File: config.mk
export PLATFORM = sky130hd
export DESIGN_NAME = systolic_job_sequencer
export DESIGN_NICKNAME = d
export VERILOG_FILES = /design/src/rtl/systolic_job_sequencer.sv
export SDC_FILE = /design/constraint.sdc
export NUM_CORES = 1
export LEC_CHECK = 0
export BUFFER_PORTS_ARGS = -buffer_cell sky130_fd_sc_hd__clkbuf_2
export CAP_MARGIN = 40
export CORE_AREA = 4 4 86 97
export CTS_CLUSTER_SIZE = 14
export DETAILED_ROUTE_END_ITERATION = 16
export DIE_AREA = 0 0 90 101
export PLACE_DENSITY = 0.76
export SETUP_SLACK_MARGIN = 0.15
export SYNTH_ARGS = -nofsm -noshare
export SYNTH_HDL_FRONTEND = slang
export SYNTH_SLANG_ARGS = --single-unit
File: constraint.sdc
create_clock -name clk -period 1.5 [get_ports clk]
set_input_delay 0 -clock clk [delete_from_list [all_inputs] [get_ports clk]]
set_output_delay 0 -clock clk [all_outputs]
set_load 0.02 [all_outputs]
File: src/rtl/systolic_job_sequencer.sv
// rtl/systolic_job_sequencer.sv - sequencer feeding one 2x2 matrix job through a systolic array
// Latches operands, skews them onto the array edges for four cycles, then captures and holds the result.
module systolic_job_sequencer (
    input  logic        clk,
    input  logic        rst,
    input  logic        in_valid,
    output logic        in_ready,
    input  logic [15:0] a_in,
    input  logic [15:0] b_in,
    output logic [3:0]  a1,
    output logic [3:0]  a2,
    output logic [3:0]  b1,
    output logic [3:0]  b2,
    output logic        initialize,
    input  logic [8:0]  c1,
    input  logic [8:0]  c2,
    input  logic [8:0]  c3,
    input  logic [8:0]  c4,
    output logic        out_valid,
    input  logic        out_ready,
    output logic [35:0] c_out,
    output logic        busy
);

    typedef enum logic [1:0] {
        IDLE    = 2'd0,
        FEED    = 2'd1,
        CAPTURE = 2'd2,
        HOLD    = 2'd3
    } state_t;

    state_t      state;
    state_t      state_next;
    logic [1:0]  cnt;
    logic [15:0] a_q;
    logic [15:0] b_q;

    always_ff @(posedge clk) begin
        if (rst) begin
            state <= IDLE;
        end else begin
            state <= state_next;
        end
    end

    always_comb begin
        state_next = state;
        in_ready   = 1'b0;
        out_valid  = 1'b0;
        busy       = 1'b1;
        case (state)
            IDLE: begin
                in_ready = 1'b1;
                busy     = 1'b0;
                if (in_valid) begin
                    state_next = FEED;
                end
            end
            FEED: begin
                if (cnt == 2'd3) begin
                    state_next = CAPTURE;
                end
            end
            CAPTURE: begin
                state_next = HOLD;
            end
            HOLD: begin
                out_valid = 1'b1;
                if (out_ready) begin
                    state_next = IDLE;
                end
            end
            default: begin
                state_next = IDLE;
            end
        endcase
    end

    // Operand latch, feed counter and result capture
    always_ff @(posedge clk) begin
        if (rst) begin
            cnt   <= 2'd0;
            a_q   <= 16'd0;
            b_q   <= 16'd0;
            c_out <= 36'd0;
        end else begin
            if (state == IDLE && in_valid) begin
                a_q <= a_in;
                b_q <= b_in;
                cnt <= 2'd0;
            end else if (state == FEED) begin
                cnt <= cnt + 2'd1;
            end
            if (state == CAPTURE) begin
                c_out <= {c4, c3, c2, c1};
            end
        end
    end

    // Skewed lane schedule; lanes idle at zero so spare cycles add nothing to the accumulators
    always_comb begin
        a1         = 4'd0;
        a2         = 4'd0;
        b1         = 4'd0;
        b2         = 4'd0;
        initialize = 1'b0;
        if (state == FEED) begin
            case (cnt)
                2'd0: begin
                    a1         = a_q[3:0];
                    b1         = b_q[3:0];
                    initialize = 1'b1;
                end
                2'd1: begin
                    a1 = a_q[7:4];
                    b1 = b_q[11:8];
                    a2 = a_q[11:8];
                    b2 = b_q[7:4];
                end
                2'd2: begin
                    a2 = a_q[15:12];
                    b2 = b_q[15:12];
                end
                default: begin
                    a1 = 4'd0;
                end
            endcase
        end
    end

endmodule

==> impl_summary.log, run 1 <==
INFO  metric crit_path_kind = reg2out
INFO  metric maxCapViolations = 0
INFO  metric grt-ovfl-total = 0
INFO  metric cts_tree = built
INFO  metric cp_slowest_cell = dfxtp_4
INFO  metric tritoncts.num_buffers = 9
INFO  metric number_of_global_route_vias_before_repair = between 3000 and 4000
INFO  metric worstReg2RegEnd = state[0]
INFO  metric dr.first_iter.drc_count = 170
INFO  metric yosys_register_bits = 72
INFO  metric fillerInstances = 395
INFO  metric synth_enable_flop_cells = 0
INFO  metric post_synth_instance_area = between 2000 and 3000 um2
INFO  metric final-seq-area = roughly 1500 um2
INFO  metric detail_route.drc_violations = 0
INFO  metric post-route-worst-setup-slack = -179 ps
INFO  metric crit_arrival = 1680 ps
INFO  metric multi_input_comb_area = approximately 2000 um2
INFO  metric timing.rr.start = state[1]
INFO  metric synth_top_cells_by_area = dfxtp_1 (50%), mux2i_1 (13%), nand2_1 (8.9%)
INFO  metric required = about 1500 ps
INFO  metric die_area = 9090 um2
INFO  metric clockBufferDepth = 2
INFO  metric top_level_ports = approximately 130
INFO  metric fin_nets = 620
INFO  metric yosys.area.top_type = dfxtp_1
INFO  metric place_hpwl = about 5200 um
INFO  metric violations_in_the_final_reports = setup timing
INFO  metric fin_crit = about 1700 ps
INFO  metric max-slew-margin-rel = between 60% and 70%
INFO  metric initial_core_utilization = around two fifths
INFO  metric power_density = roughly 1600 nW/um2
INFO  metric rsz0062_at_grt = true
INFO  metric cts_num_sinks = around 70
INFO  metric worst-r2r-cell-count = 4
INFO  metric synthFlopType = dfxtp_1
INFO  metric die_height = 101 um
INFO  metric clock_latency_of_the_later_clocked_register_in_the_worst_skew_pair = roughly 350 ps
INFO  metric worst_slew_pin_slew = ~560 ps
INFO  metric wl_per_cell = slightly above 20 um
INFO  metric syn_inst = around 330
INFO  metric row_count = 33
INFO  metric globalRouteTotalUtil = 20.5%
INFO  metric total_leakage_power = approximately 0.0025 uW
INFO  metric area.growth.synth_to_final = 101%
INFO  metric post_synthesis_async_set_or_reset_flop_share = 0%
INFO  metric post_route_cells_drive_above_1_share = a little under three fifths
INFO  metric clkTransAtPathRegs = ~80 ps
INFO  metric synth.distinct_cells = 20
INFO  metric crit_path_start = cnt[0]
INFO  metric max_freq = between 500 and 600 MHz
INFO  metric cp_max_fo = 15
INFO  metric setup_viol = 15
INFO  metric vias = about 3400
INFO  metric critical_path_buf_inv_count = 3
INFO  metric cpLargestDelayFamily = buffers and inverters
INFO  metric synth_largest_type_area_fraction = around half
INFO  metric synth_area_per_cell = between 8 and 9 um2
INFO  metric mappedNetlistNets = between 400 and 500
INFO  metric worst_path_largest_cell_delay = approximately 360 ps
INFO  metric place.detailed.instances = 524
INFO  metric port_buffers = approximately 130
INFO  metric critical_path.endpoint = b2[2]
INFO  metric totalWireLength = approximately 13000 um
INFO  metric insertedDiodeCount = 0
INFO  metric chipWidth = about 90 um
INFO  metric cp.depth = 6
INFO  metric worstPathCellList = buf_6, ha_4, buf_4, a22oi_2, nor2_4, clkbuf_8
INFO  metric maximum_number_of_pins_on_one_net_before_global_route_repair = 37
INFO  metric cts.htree.levels = 3
INFO  metric antenna_violations_before_repair = 0
INFO  metric drtAntennaViolNets = 0
INFO  metric timing_hold_violations_final = 0
INFO  metric synth.yosys.seq_area_share = between 50% and 60%
INFO  metric setup.worst_path.start_class = register
INFO  metric filler_free_cell_count_of_the_finished_design = ~630
INFO  metric root_buffer = clkbuf_8
INFO  metric finalMaxSlewViolations = 0
INFO  metric dp_slack = between 50 and 60 ps
INFO  metric ir_drop = about 1100 uV
INFO  metric ys.warnings.count = 0
INFO  metric worst_clock_skew = 10.9 ps
INFO  metric gpl.final_weighted_congestion = ~0.8
INFO  metric status = finished, violations left
INFO  metric reg2reg_setup_slack = ~10 ps
INFO  metric finalCritPeriodShare = 112%
INFO  metric hold_depth = 4
INFO  metric endpoint_kind = output pin
INFO  metric global_route_wire_length_before_repair = approximately 15000 um
INFO  metric via_density = approximately 5.4
INFO  metric core_region_area = around 7300 um2
INFO  metric hold_class = in2reg
INFO  metric firstDrtPassIters = 5
routing by layer:
layer  routed length, um  part of all wire (%)  vias to the layer above  GRT usage, %
met1                4520                    34                     1641          20.9
met4                 606                   4.6                        0          7.66
met2                7060                    54                      199          39.5
li1                    -                     -                     1505             -
met5                   0                     0                        -             0
met3                 959                   7.3                       57          5.90
logic make-up after synthesis:
group	after synthesis	synth area share [%]
XOR/XNOR	1	0.304
flip-flops	72	50.0
buffers and inverters	30	4.90
adder cells (fa/ha/maj)	8	3.47
multiplexers	37	12.8
AND/OR/NAND/NOR	129	18.2
AO/OA/AOI/OAI	50	10.2
worst min-delay path by stage:
stage | from | end
finish | out_ready | state[1]
global route | out_ready | state[1]
CTS | out_ready | state[1]
detailed placement | b_in[1] | b_q[1]
global placement | a_in[5] | a_q[5]
floorplan | a_in[0] | a_q[0]
state kept, by name, summed over array words and instances, names as in the netlist:
register and count:
a_q 16, b_q 16, c_out 36, cnt 2
state 2
metrics by stage:
step           hold slack, ps  total power, uW  TNS, ps  area [um2]  utilization (%)
5_1_grt                  95.9             9390    -1590        5790             79.3
4_1_cts                  48.4             7140        0        4890             66.9
3_5_place_dp              232             4990        0        3640             49.8
6_report                 94.3             9080     -979        5790             79.3
2_1_floorplan             136             4270        0        2920                -
3_3_place_gp              226             4910        0        3640             49.8
synthesized netlist by cell type (2+ instances only):
library cell  number
inv_1              6
buf_4              3
a21oi_1           32
a22oi_1           16
buf_2              8
nor2_1            44
nor3_1             2
nand2_1           68
and2_1             2
mux2i_1           37
dfxtp_1           72
nor2b_1           11
ha_1               8
clkbuf_1          12
power by group:
group	switching [uW]	total, uW	leakage (uW)	internal (uW)
logic	2480	4800	0.00186	2320
clock network	757	1620	0.0000988	863
registers	338	2660	0.000590	2320
tightest hold or removal path: stages:
cell,delay (ps)
clkbuf_2,100
nor2b_4,130
nor3_2,70
mux2i_1,110
layout by cell type, fill, tap and decap left out, types with 2 or more instances in the layout:
master | synthesis | layout
a21oi_2 | 0 | 32
a22oi_1 | 16 | 9
a22oi_2 | 0 | 7
and2_4 | 0 | 2
buf_12 | 0 | 5
buf_4 | 3 | 12
buf_6 | 1 | 11
buf_8 | 0 | 5
clkbuf_16 | 0 | 9
clkbuf_2 | 0 | 108
clkbuf_8 | 0 | 16
clkinvlp_4 | 0 | 2
dfxtp_1 | 72 | 68
dfxtp_4 | 0 | 4
dlygate4sd3_1 | 0 | 69
ha_4 | 0 | 7
inv_2 | 0 | 3
inv_4 | 0 | 2
mux2i_1 | 37 | 36
nand2_1 | 68 | 6
nand2_2 | 0 | 14
nand2_4 | 0 | 47
nor2_1 | 44 | 36
nor2_2 | 0 | 2
nor2_4 | 0 | 6
nor2b_1 | 11 | 7
nor2b_2 | 0 | 2
nor2b_4 | 0 | 2
nor3_2 | 0 | 2
what timing repair did:
action | in CTS | in global routing
pin swaps | 13 | 71
buffers inserted | 5 | 6
gates cloned | 0 | 12
endpoints found under the hold margin | 69 | 0
gates resized for setup | 75 | 178
hold buffers | 69 | 0
setup endpoints to repair | 19 | 71
final cells by class:
cell class / instances / share of cell area (%)
Timing Repair Buffer: 226 / 33.6
Sequential cell: 72 / 25.1
Inverter: 6 / 0.475
Clock inverter: 4 / 0.929
Multi-Input combinational cell: 225 / 35.3
Clock buffer: 12 / 2.68
Tap cell: 87 / 1.88
Note: power is estimated with default switching activity, not from simulation.
==> run 2: changes to the inputs <==
--- a/config.mk
+++ b/config.mk
@@ -12,7 +12,9 @@
 export DETAILED_ROUTE_END_ITERATION = 16
 export DIE_AREA = 0 0 90 101
 export PLACE_DENSITY = 0.76
+export REMOVE_ABC_BUFFERS = 1
 export SETUP_SLACK_MARGIN = 0.15
 export SYNTH_ARGS = -nofsm -noshare
 export SYNTH_HDL_FRONTEND = slang
 export SYNTH_SLANG_ARGS = --single-unit
+export TNS_END_PERCENT = 1
==> run 2 against run 1 <==
Against the previous run: the run now ends clean; die area unchanged; count of clock-buffer cells in the layout down 2; critical path depth unchanged; sequential power down 4%; power down 19%; worst setup slack better by 180 ps; clock power up 4%; via count down 12%; global-route usage down 0.56 points; combinational power down 35%; core utilization down 11 points; worst hold slack better by 51 ps; critical path type unchanged; highest routed layer unchanged.
==> impl_summary.log, run 2 (same netlist as run 1, synthesis figures left out) <==
INFO  metric status = completed
INFO  metric setup_viol = 0
INFO  metric power.share.switching = a little over a third
INFO  metric cts_tree = built
INFO  metric required = 1500 ps
INFO  metric fin_crit = about 1500 ps
INFO  metric seqPwrFrac = between 30% and 40%
INFO  metric worst_clock_skew = between 6 and 7 ps
INFO  metric switchingPower = roughly 2600 uW
INFO  metric timing_hold_violations_final = 0
INFO  metric via_density = slightly below 5
INFO  metric row_count = 33
INFO  metric power_density = 1480 nW/um2
INFO  metric cp_slowest_cell = dfxtp_4
INFO  metric rsz0062_at_grt = true
INFO  metric timing.rr.start = state[1]
INFO  metric global_route_wire_length_before_repair = ~15000 um
INFO  metric maxCapViolations = 0
INFO  metric critical_path.most_common_cell = buf_6
INFO  metric antenna_violations_before_repair = 0
INFO  metric cts_num_sinks = between 70 and 80
INFO  metric largest_register_ff_count = 36
INFO  metric place_hpwl = a little over 5000 um
INFO  metric clkTransAtPathRegs = ~70 ps
INFO  metric worst_slew_pin_slew = 604 ps
INFO  metric dr.first_iter.drc_count = 123
INFO  metric detail_route.drc_violations = 0
INFO  metric layout.core_utilization = about two thirds
INFO  metric die_height = just over 100 um
INFO  metric hold_class = in2reg
INFO  metric finalCritPeriodShare = about 100%
INFO  metric setup.worst_path.start_class = register
INFO  metric globalRouteTotalUtil = roughly a fifth
INFO  metric worst_path_largest_cell_delay = approximately 350 ps
INFO  metric crit_path_kind = reg2out
INFO  metric tritoncts.num_buffers = 9
INFO  metric area.growth.synth_to_final = 72.1%
INFO  metric endpoint_kind = output pin
INFO  metric firstDrtPassIters = 5
INFO  metric worstPathCellList = buf_6, ha_4, buf_6, a22oi_2, nor2b_1, buf_4
INFO  metric max-slew-margin-rel = between 50% and 60%
INFO  metric cp.depth = 6
INFO  metric max_freq = 668 MHz
INFO  metric layout_common_cells = clkbuf_2 (110), dfxtp_1 (68), dlygate4sd3_1 (68)
INFO  metric vias = roughly 3000
INFO  metric cts.htree.levels = 3
INFO  metric power.combinational.fraction = between 40% and 50%
INFO  metric crit_path_start = cnt[0]
INFO  metric ir_drop = around 800 uV
INFO  metric drtAntennaViolNets = 0
INFO  metric port_buffers = 127
INFO  metric root_buffer = clkbuf_8
INFO  metric fillerInstances = roughly 520
INFO  metric critical_path.endpoint = a1[0]
INFO  metric grt-ovfl-total = 0
INFO  metric total_leakage_power = between 0.002 and 0.0025 uW
INFO  metric maximum_number_of_pins_on_one_net_before_global_route_repair = 37
INFO  metric top_level_ports = roughly 130
INFO  metric die_area = 9090 um2
INFO  metric clockBufferDepth = 2
INFO  metric power_report.internal_total = around 4700 uW
INFO  metric top_register = c_out
INFO  metric most_common_cell_after_layout_fill_and_taps_aside = clkbuf_2
INFO  metric initial_core_utilization = around two fifths
INFO  metric worstReg2RegEnd = state[0]
INFO  metric reg2reg_setup_slack = around 70 ps
INFO  metric largest_registers = c_out: 36 flops, a_q: 16 flops, b_q: 16 flops
INFO  metric fin_nets = 608
INFO  metric totalWireLength = ~9000 um
INFO  metric crit_arrival = approximately 1500 ps
INFO  metric core_region_area = 7310 um2
INFO  metric clock_latency_of_the_later_clocked_register_in_the_worst_skew_pair = ~340 ps
INFO  metric post_route_cells_drive_above_1_share = around two fifths
INFO  metric fin_tns_setup = 0 ps
INFO  metric worst-r2r-cell-count = 5
INFO  metric gpl.final_weighted_congestion = slightly above 0.7
INFO  metric cp_max_fo = 4
INFO  metric clockPowerShare = between 20% and 30%
INFO  metric chipWidth = 90 um
INFO  metric critical_path_buf_inv_count = 3
INFO  metric cpLargestDelayFamily = buffers and inverters
INFO  metric number_of_global_route_vias_before_repair = about 3200
INFO  metric finalMaxSlewViolations = 0
INFO  metric wl_per_cell = 14.7 um
[run 2: changes by cell type in the layout (fill, tap and decap cells not counted), moves of 9 or more]
cell	previous run	this run
nand2_1	6	66
nand2_4	47	0
a21oi_1	0	32
a21oi_2	32	0
nand2_2	14	2
a22oi_1	9	0
a22oi_2	7	16
clkbuf_16	9	0
[run 2: cell type report]
| class | count | area (um2) | share of cell area (%) |
|---|---|---|---|
| Antenna cell | 1 | 2.50 | 0.0504 |
| Clock buffer | 10 | 138 | 2.77 |
| Clock inverter | 6 | 82.6 | 1.66 |
| Inverter | 6 | 22.5 | 0.454 |
| Multi-Input combinational cell | 225 | 1530 | 30.9 |
| Sequential cell | 72 | 1450 | 29.2 |
| Tap cell | 87 | 109 | 2.19 |
| Timing Repair Buffer | 214 | 1630 | 32.8 |
[run 2: tightest hold or removal path: stages]
cell      delay, ps
clkbuf_2         70
nor2b_1          50
nor3_2          190
mux2i_1         120
[run 2: metrics by stage]
step,instance area (um2),std cells,total power (uW),setup WS (ps),hold slack (ps)
floorplan,2760,303,4110,-626,69.1
global placement,3620,527,4890,56.8,225
detailed placement,3620,527,4960,-17.6,233
CTS,4800,620,7160,-10.6,123
global route,4960,620,7780,-64.9,171
finish,4960,621,7340,3.73,145
[run 2: timing repair]
action                                 CTS  global route
buffers inserted                         9             0
endpoints found under the hold margin   68             0
setup endpoints to repair               40            77
gates resized for setup                 57            56
pin swaps                               11             2
hold buffers                            68             0
[run 2: layer usage]
layer | track usage, % | share of wire (%) | routed length (um)
met1 | 21.9 | 39 | 3520
met2 | 36.0 | 53 | 4830
met3 | 5.45 | 6.6 | 607
met4 | 9.07 | 1.9 | 175
met5 | 0 | 0 | 0
[run 2: worst min-delay path by stage]
stage                         start       end  slack, ps  cells after the start
after global placement      b_in[8]    b_q[8]        230                      3
final                     out_ready  state[1]        150                      4
after floorplan                 rst    a_q[0]         70                      1
after detailed placement    b_in[4]    b_q[4]        230                      3
after CTS                  in_valid  state[1]        120                      4
after global routing       in_valid  state[1]        170                      4
[run 2: power by group through the flow]
| stage | sequential (uW) | combinational, uW | clock, uW |
|---|---|---|---|
| CTS | 2530 | 2910 | 1730 |
| floorplan | 2750 | 1360 | 0 |
| detailed placement | 2540 | 2420 | 0 |
| finish | 2560 | 3110 | 1680 |
| global route | 2600 | 3370 | 1810 |
| global placement | 2530 | 2360 | 0 |
